## config.mk

```make
export PLATFORM = sky130hd
export DESIGN_NAME = addsub_pipe
export DESIGN_NICKNAME = d
export VERILOG_FILES = /design/src/rtl/addsub_pipe_pkg.sv /design/src/rtl/addsub_stage.sv /design/src/rtl/addsub_pipe.sv
export SDC_FILE = /design/constraint.sdc
export NUM_CORES = 1
export LEC_CHECK = 0
export BUFFER_PORTS_ARGS = -buffer_cell sky130_fd_sc_hd__buf_2
export CAP_MARGIN = 20
export CELL_PAD_IN_SITES_DETAIL_PLACEMENT = 0
export CELL_PAD_IN_SITES_GLOBAL_PLACEMENT = 1
export CORE_ASPECT_RATIO = 2
export CORE_UTILIZATION = 47
export CTS_CLUSTER_SIZE = 40
export DETAILED_ROUTE_END_ITERATION = 8
export GPL_ROUTABILITY_DRIVEN = 0
export PLACE_DENSITY = 0.75
export SLEW_MARGIN = 40
export SYNTH_ARGS = -nofsm -noshare
export SYNTH_HDL_FRONTEND = slang
export SYNTH_HIERARCHICAL = 1
export SYNTH_SLANG_ARGS = --single-unit
```

## constraint.sdc

```tcl
create_clock -name clock -period 2.18 [get_ports clock]
set_input_delay 0.218 -clock clock [delete_from_list [all_inputs] [get_ports clock]]
set_output_delay 0.218 -clock clock [all_outputs]
set_load 0.03 [all_outputs]
```

## src/rtl/addsub_pipe_pkg.sv

```systemverilog
// Shared definitions for the pipelined adder/subtractor: op encoding, chunk sizing
// and the saturation limits used when ADDSUB_PIPE_SAT_EN is defined.
`timescale 1ns/1ps
package addsub_pipe_pkg;

  localparam logic OP_ADD = 1'b0;
  localparam logic OP_SUB = 1'b1;

  function automatic int chunk_w(input int width, input int stages);
    return (stages > 0) ? (width / stages) : width;
  endfunction

  // Bit patterns of the signed limits, valid in the low `width` bits (width <= 64).
  function automatic logic [63:0] SAT_MAX(input int width);
    return (64'd1 << (width - 1)) - 64'd1;
  endfunction

  function automatic logic [63:0] SAT_MIN(input int width);
    return 64'd1 << (width - 1);
  endfunction

endpackage

```

## src/rtl/addsub_stage.sv

```systemverilog
// One pipeline stage: resolves chunk IDX of the sum with the incoming carry and
// forwards the operands, partial sum and per-beat flags to the next stage.
`timescale 1ns/1ps
module addsub_stage #(
  parameter int WIDTH    = 16,
  parameter int CHUNK    = 4,
  parameter int IDX      = 0,
  parameter bit RST_DATA = 1'b0
) (
  input  logic             clock,
  input  logic             reset,
  input  logic             en,
  input  logic             vld_i,
  input  logic [WIDTH-1:0] a_i,
  input  logic [WIDTH-1:0] b_i,
  input  logic [WIDTH-1:0] sum_i,
  input  logic             c_i,
  input  logic             sub_i,
  output logic             vld_o,
  output logic [WIDTH-1:0] a_o,
  output logic [WIDTH-1:0] b_o,
  output logic [WIDTH-1:0] sum_o,
  output logic             c_o,
  output logic             sub_o
);

  localparam int LO = IDX * CHUNK;

  logic [CHUNK:0]   chunk_add;
  logic [WIDTH-1:0] sum_nxt;

  always_comb begin
    chunk_add = {1'b0, a_i[LO +: CHUNK]} + {1'b0, b_i[LO +: CHUNK]} + {{CHUNK{1'b0}}, c_i};
    sum_nxt   = sum_i;
    sum_nxt[LO +: CHUNK] = chunk_add[CHUNK-1:0];
  end

  always_ff @(posedge clock) begin
    if (reset) begin
      vld_o <= 1'b0;
    end else if (en) begin
      vld_o <= vld_i;
    end
  end

  // Data only loads for real beats, so bubbles (and X on idle inputs) never reach it;
  // only the output-facing stage clears its data on reset.
  always_ff @(posedge clock) begin
    if (RST_DATA && reset) begin
      a_o   <= '0;
      b_o   <= '0;
      sum_o <= '0;
      c_o   <= 1'b0;
      sub_o <= 1'b0;
    end else if (en && vld_i) begin
      a_o   <= a_i;
      b_o   <= b_i;
      sum_o <= sum_nxt;
      c_o   <= chunk_add[CHUNK];
      sub_o <= sub_i;
    end
  end

endmodule

```

## src/rtl/addsub_pipe.sv

```systemverilog
// Pipelined two's-complement adder/subtractor, one CHUNK per stage, valid/ready on both
// sides. Define ADDSUB_PIPE_SAT_EN to saturate out_sum on signed overflow.
`timescale 1ns/1ps
module addsub_pipe
  import addsub_pipe_pkg::*;
#(
  parameter int WIDTH  = 16,
  parameter int STAGES = 4
) (
  input  logic             clock,
  input  logic             reset,
  input  logic             in_valid,
  output logic             in_ready,
  input  logic [WIDTH-1:0] in_a,
  input  logic [WIDTH-1:0] in_b,
  input  logic             in_c,
  input  logic             in_sub,
  output logic             out_valid,
  input  logic             out_ready,
  output logic [WIDTH-1:0] out_sum,
  output logic             out_c,
  output logic             out_ovf
);

  localparam int CHUNK = chunk_w(WIDTH, STAGES);

  generate
    if (STAGES < 1 || (WIDTH % STAGES) != 0) begin : g_bad_cfg
      $error("addsub_pipe: WIDTH must be a positive multiple of STAGES");
    end
  endgenerate

  logic             vld_p [STAGES+1];
  logic [WIDTH-1:0] a_p   [STAGES+1];
  logic [WIDTH-1:0] b_p   [STAGES+1];
  logic [WIDTH-1:0] sum_p [STAGES+1];
  logic             c_p   [STAGES+1];
  logic             sub_p [STAGES+1];

  logic adv;
  logic a_msb, b_msb, s_msb;

  assign adv      = out_ready | ~out_valid;
  assign in_ready = adv;

  // Stage 0 inputs: subtract is A + ~B + 1
  assign vld_p[0] = in_valid;
  assign a_p[0]   = in_a;
  assign b_p[0]   = (in_sub == OP_SUB) ? ~in_b : in_b;
  assign sum_p[0] = '0;
  assign c_p[0]   = (in_sub == OP_ADD) ? in_c : 1'b1;
  assign sub_p[0] = in_sub;

  for (genvar k = 0; k < STAGES; k++) begin : g_stage
    addsub_stage #(
      .WIDTH   (WIDTH),
      .CHUNK   (CHUNK),
      .IDX     (k),
      .RST_DATA(k == STAGES - 1)
    ) u_stage (
      .clock (clock),
      .reset (reset),
      .en    (adv),
      .vld_i (vld_p[k]),
      .a_i   (a_p[k]),
      .b_i   (b_p[k]),
      .sum_i (sum_p[k]),
      .c_i   (c_p[k]),
      .sub_i (sub_p[k]),
      .vld_o (vld_p[k+1]),
      .a_o   (a_p[k+1]),
      .b_o   (b_p[k+1]),
      .sum_o (sum_p[k+1]),
      .c_o   (c_p[k+1]),
      .sub_o (sub_p[k+1])
    );
  end

  // Output stage
  assign a_msb     = a_p[STAGES][WIDTH-1];
  assign b_msb     = b_p[STAGES][WIDTH-1];
  assign s_msb     = sum_p[STAGES][WIDTH-1];
  assign out_valid = vld_p[STAGES];
  assign out_c     = c_p[STAGES];
  assign out_ovf   = (a_msb == b_msb) & (s_msb != a_msb);

`ifdef ADDSUB_PIPE_SAT_EN
  localparam logic [63:0] SMAX64 = SAT_MAX(WIDTH);
  localparam logic [63:0] SMIN64 = SAT_MIN(WIDTH);
  localparam logic signed [WIDTH-1:0] SMAX = SMAX64[WIDTH-1:0];
  localparam logic signed [WIDTH-1:0] SMIN = SMIN64[WIDTH-1:0];

  // Overflow direction follows the sign of A: positive A can only overflow upwards.
  function automatic logic signed [WIDTH-1:0] sat_sum(input logic signed [WIDTH-1:0] raw,
                                                      input logic ovf, input logic a_neg);
    if (!ovf) return raw;
    return a_neg ? SMIN : SMAX;
  endfunction

  assign out_sum = sat_sum(sum_p[STAGES], out_ovf, a_msb);
`else
  assign out_sum = sum_p[STAGES];
`endif

endmodule

```

==> summary.md <==
The run finished with clean final reports. In the layout the commonest cells are edfxtp_1 (75), buf_2 (57), nand2_1 (33), dfxtp_1 (23), a21oi_1 (21). The gate count of the mapped netlist was 269. The die covers 8730 um^2. Sum of net half-perimeters after detailed placement: 3760 um. The signal on the critical path passes through fa_1 > inv_1 > fa_1 > nor2b_1 > o21ai_0 > nand2b_1. Counting stages on the worst path, the most repeated cell is fa_1. Number of detailed-route iterations in the first pass: 4. The worst hold path stage count was 1; the number of max-capacitance violations reported was 0. By startpoint and endpoint, the worst setup path is classified as register to register. Data on the critical path arrives at its endpoint at 1780 ps. Once detail routing completed, the nets flagged for antenna violations numbered 0. The layout overhead on the synthesized area was 16.3%. For the worst slew slack as a fraction of its limit, the log shows 67.9%. During I/O placement, the number of pins put on the boundary was 58. In this run the power spent charging and discharging nets is 808 uW. The class of the tightest hold or removal check is input pin to register. Yosys printed 6 warnings.

The transition at the pin with the smallest max-transition slack is 481 ps. The worst-case clock skew was 3.43 ps; the total CTS buffers was 9. In this run, post-CTS repair resized a total of 0 instances. The maximum number of pins on one net before global-route repair came out at 31.

The startpoint class of the critical path was a register. The element type at the critical path end was a register. The clock latency reported for the late side of the worst-skew pair is 340 ps, and the minimum period implied by the final worst setup slack is 1700 ps. The logs give 0 for the buffer count from post-CTS setup fixing and 41.4% for the clock group share of total power. Across the VDD grid, the largest voltage drop is 665 uV. The upper clock frequency limit came out at 0.590 GHz. The floorplan has 46 rows. The buffer type at the clock tree root was clkbuf_16.

After detailed placement, the design holds a cell count of 411. The logs give 0 for the initial antenna violation count and 0 for the count of hold buffers inserted by post-cts repair. The total number of vias came out at 2,034. Dividing the detail-routed wire length by the instance count gives 12.1 um.

Area of the mapped netlist: 3920 um^2. The buffer depth of the longest clock path is 2, and the number of sinks handled by clock tree synthesis is 98. The number of filler cells placed in the layout was 639. The number of nets handed over by synthesis was 327.

The average cell area after synthesis works out to 14.6 um^2. Setup repair after global routing left no endpoint under its margin. Fraction of final layout cells with drive strength greater than 1: 25.4%. TritonCTS built the clock tree.

The total negative slack for setup checks was 0 ps; the utilization after layout was 56.9%. 0 antenna diodes ended up in the layout. Most frequent standard cell in the layout excluding fill and tap cells: edfxtp_1.

The final layout contains 384 nets. The slowest stage of the critical path belongs to the cell fa_1. Routed wire length: 5150 um. Overall power: 4.19 mW.

The routed via count divided by cell count was 4.76; the post-layout instance count excluding filler cells was 427. Number of slew-limit violations in the final report: 0. The first global-routing pass estimated 8850 um of wire. The H-tree was split into 3 levels. After detailed routing, the number of remaining DRC violations is 0. The maximum fanout count along the critical path came out at 2. For this run, the total global-route usage over all layers was measured as 14.0%. The sequential share of power was 51.8%; the iteration-0 DRC count of the detailed router was 43.

The total area inside the core boundary comes to 8000 um^2. The worst stage delay on the critical path was 460 ps. Setup violations remaining at the end of the flow were counted as 0. Via count of the first global-routing pass: 2,001. The final hold violation count was 0; the sum of overflow across all layers after global routing was 0. STA puts the critical path data required time at 2270 ps.

The count of input and output buffers was 57; the net switching fraction of the power was 19.3%. The analysis attributes to cell leakage a power of 1.83 nW. The die is 131 um tall. For this configuration, the core starts out at a cell density of 49.0%. Clock-pin slew was measured on the worst setup and hold paths at 60 ps. The share of power burned in combinational logic was 6.8%. The cell count of the worst reg-to-reg path was 6; the width of the chip was 66.6 um.

In the finished design, the share of the clock period the worst path needs comes to 77.8%. The internal power of the cells totals 3.38 mW. The cell area power density is 920 nW/um^2.
worst paths after layout:
kind	startpoint	end	slack (ps)
hold reg to reg	g_stage[1].u_stage/b_o[13]	g_stage[2].u_stage/b_o[13]	410
setup / recovery	g_stage[0].u_stage/a_o[4]	g_stage[1].u_stage/c_o	480
setup reg to reg	g_stage[0].u_stage/a_o[4]	g_stage[1].u_stage/c_o	480
hold / removal	in_a[7]	g_stage[0].u_stage/a_o[7]	50
state kept, by name, summed over array words and instances (netlist names):
name	flops
g_stage.u_stage/sum_o	40
g_stage.u_stage/a_o	25
g_stage.u_stage/b_o	25
g_stage.u_stage/c_o	4
g_stage.u_stage/vld_o	4
worst max-delay path, delay by kind of cell (launching register included):
family / cells / cell delay [ps]
buffers and inverters: 1 / 80
AO/OA/AOI/OAI: 1 / 150
flip-flops: 1 / 410
adder cells (fa/ha/maj): 2 / 670
AND/OR/NAND/NOR: 2 / 140
layer usage:
metal	track usage, %	vias to the layer above	part of all wire [%]	wire length, um
met1	13.3	941	35	1810
met3	5.03	14	4.5	233
met5	0	-	0	0
met2	24.2	49	57	2930
met4	8.51	0	3.3	172
li1	-	1030	-	-
cell type report:
class / count / area, um^2 / area share (%)
clock buffers: 10 / 229 / 5.03
clock inverters: 6 / 105 / 2.31
inverters: 18 / 67.6 / 1.48
multi-input cells: 138 / 1000 / 22.1
flip-flops and latches: 98 / 2710 / 59.6
well taps: 96 / 120 / 2.64
repair buffers: 61 / 315 / 6.92
metrics by stage:
stage	hold slack (ps)	setup slack, ps	cell area, um^2
floorplan	290	119	3920
global placement	396	333	4220
detailed placement	396	267	4220
CTS	34.3	454	4550
global route	34.7	382	4550
finish	53.1	485	4550
power groups by stage:
stage | combinational, mW | clock, mW | sequential, mW
floorplan | 0.200 | 0 | 2.22
global placement | 0.279 | 0 | 2.21
detailed placement | 0.293 | 0 | 2.21
CTS | 0.294 | 1.79 | 2.17
global route | 0.328 | 1.86 | 2.18
finish | 0.285 | 1.73 | 2.17
(Power assumes the default switching activity.)
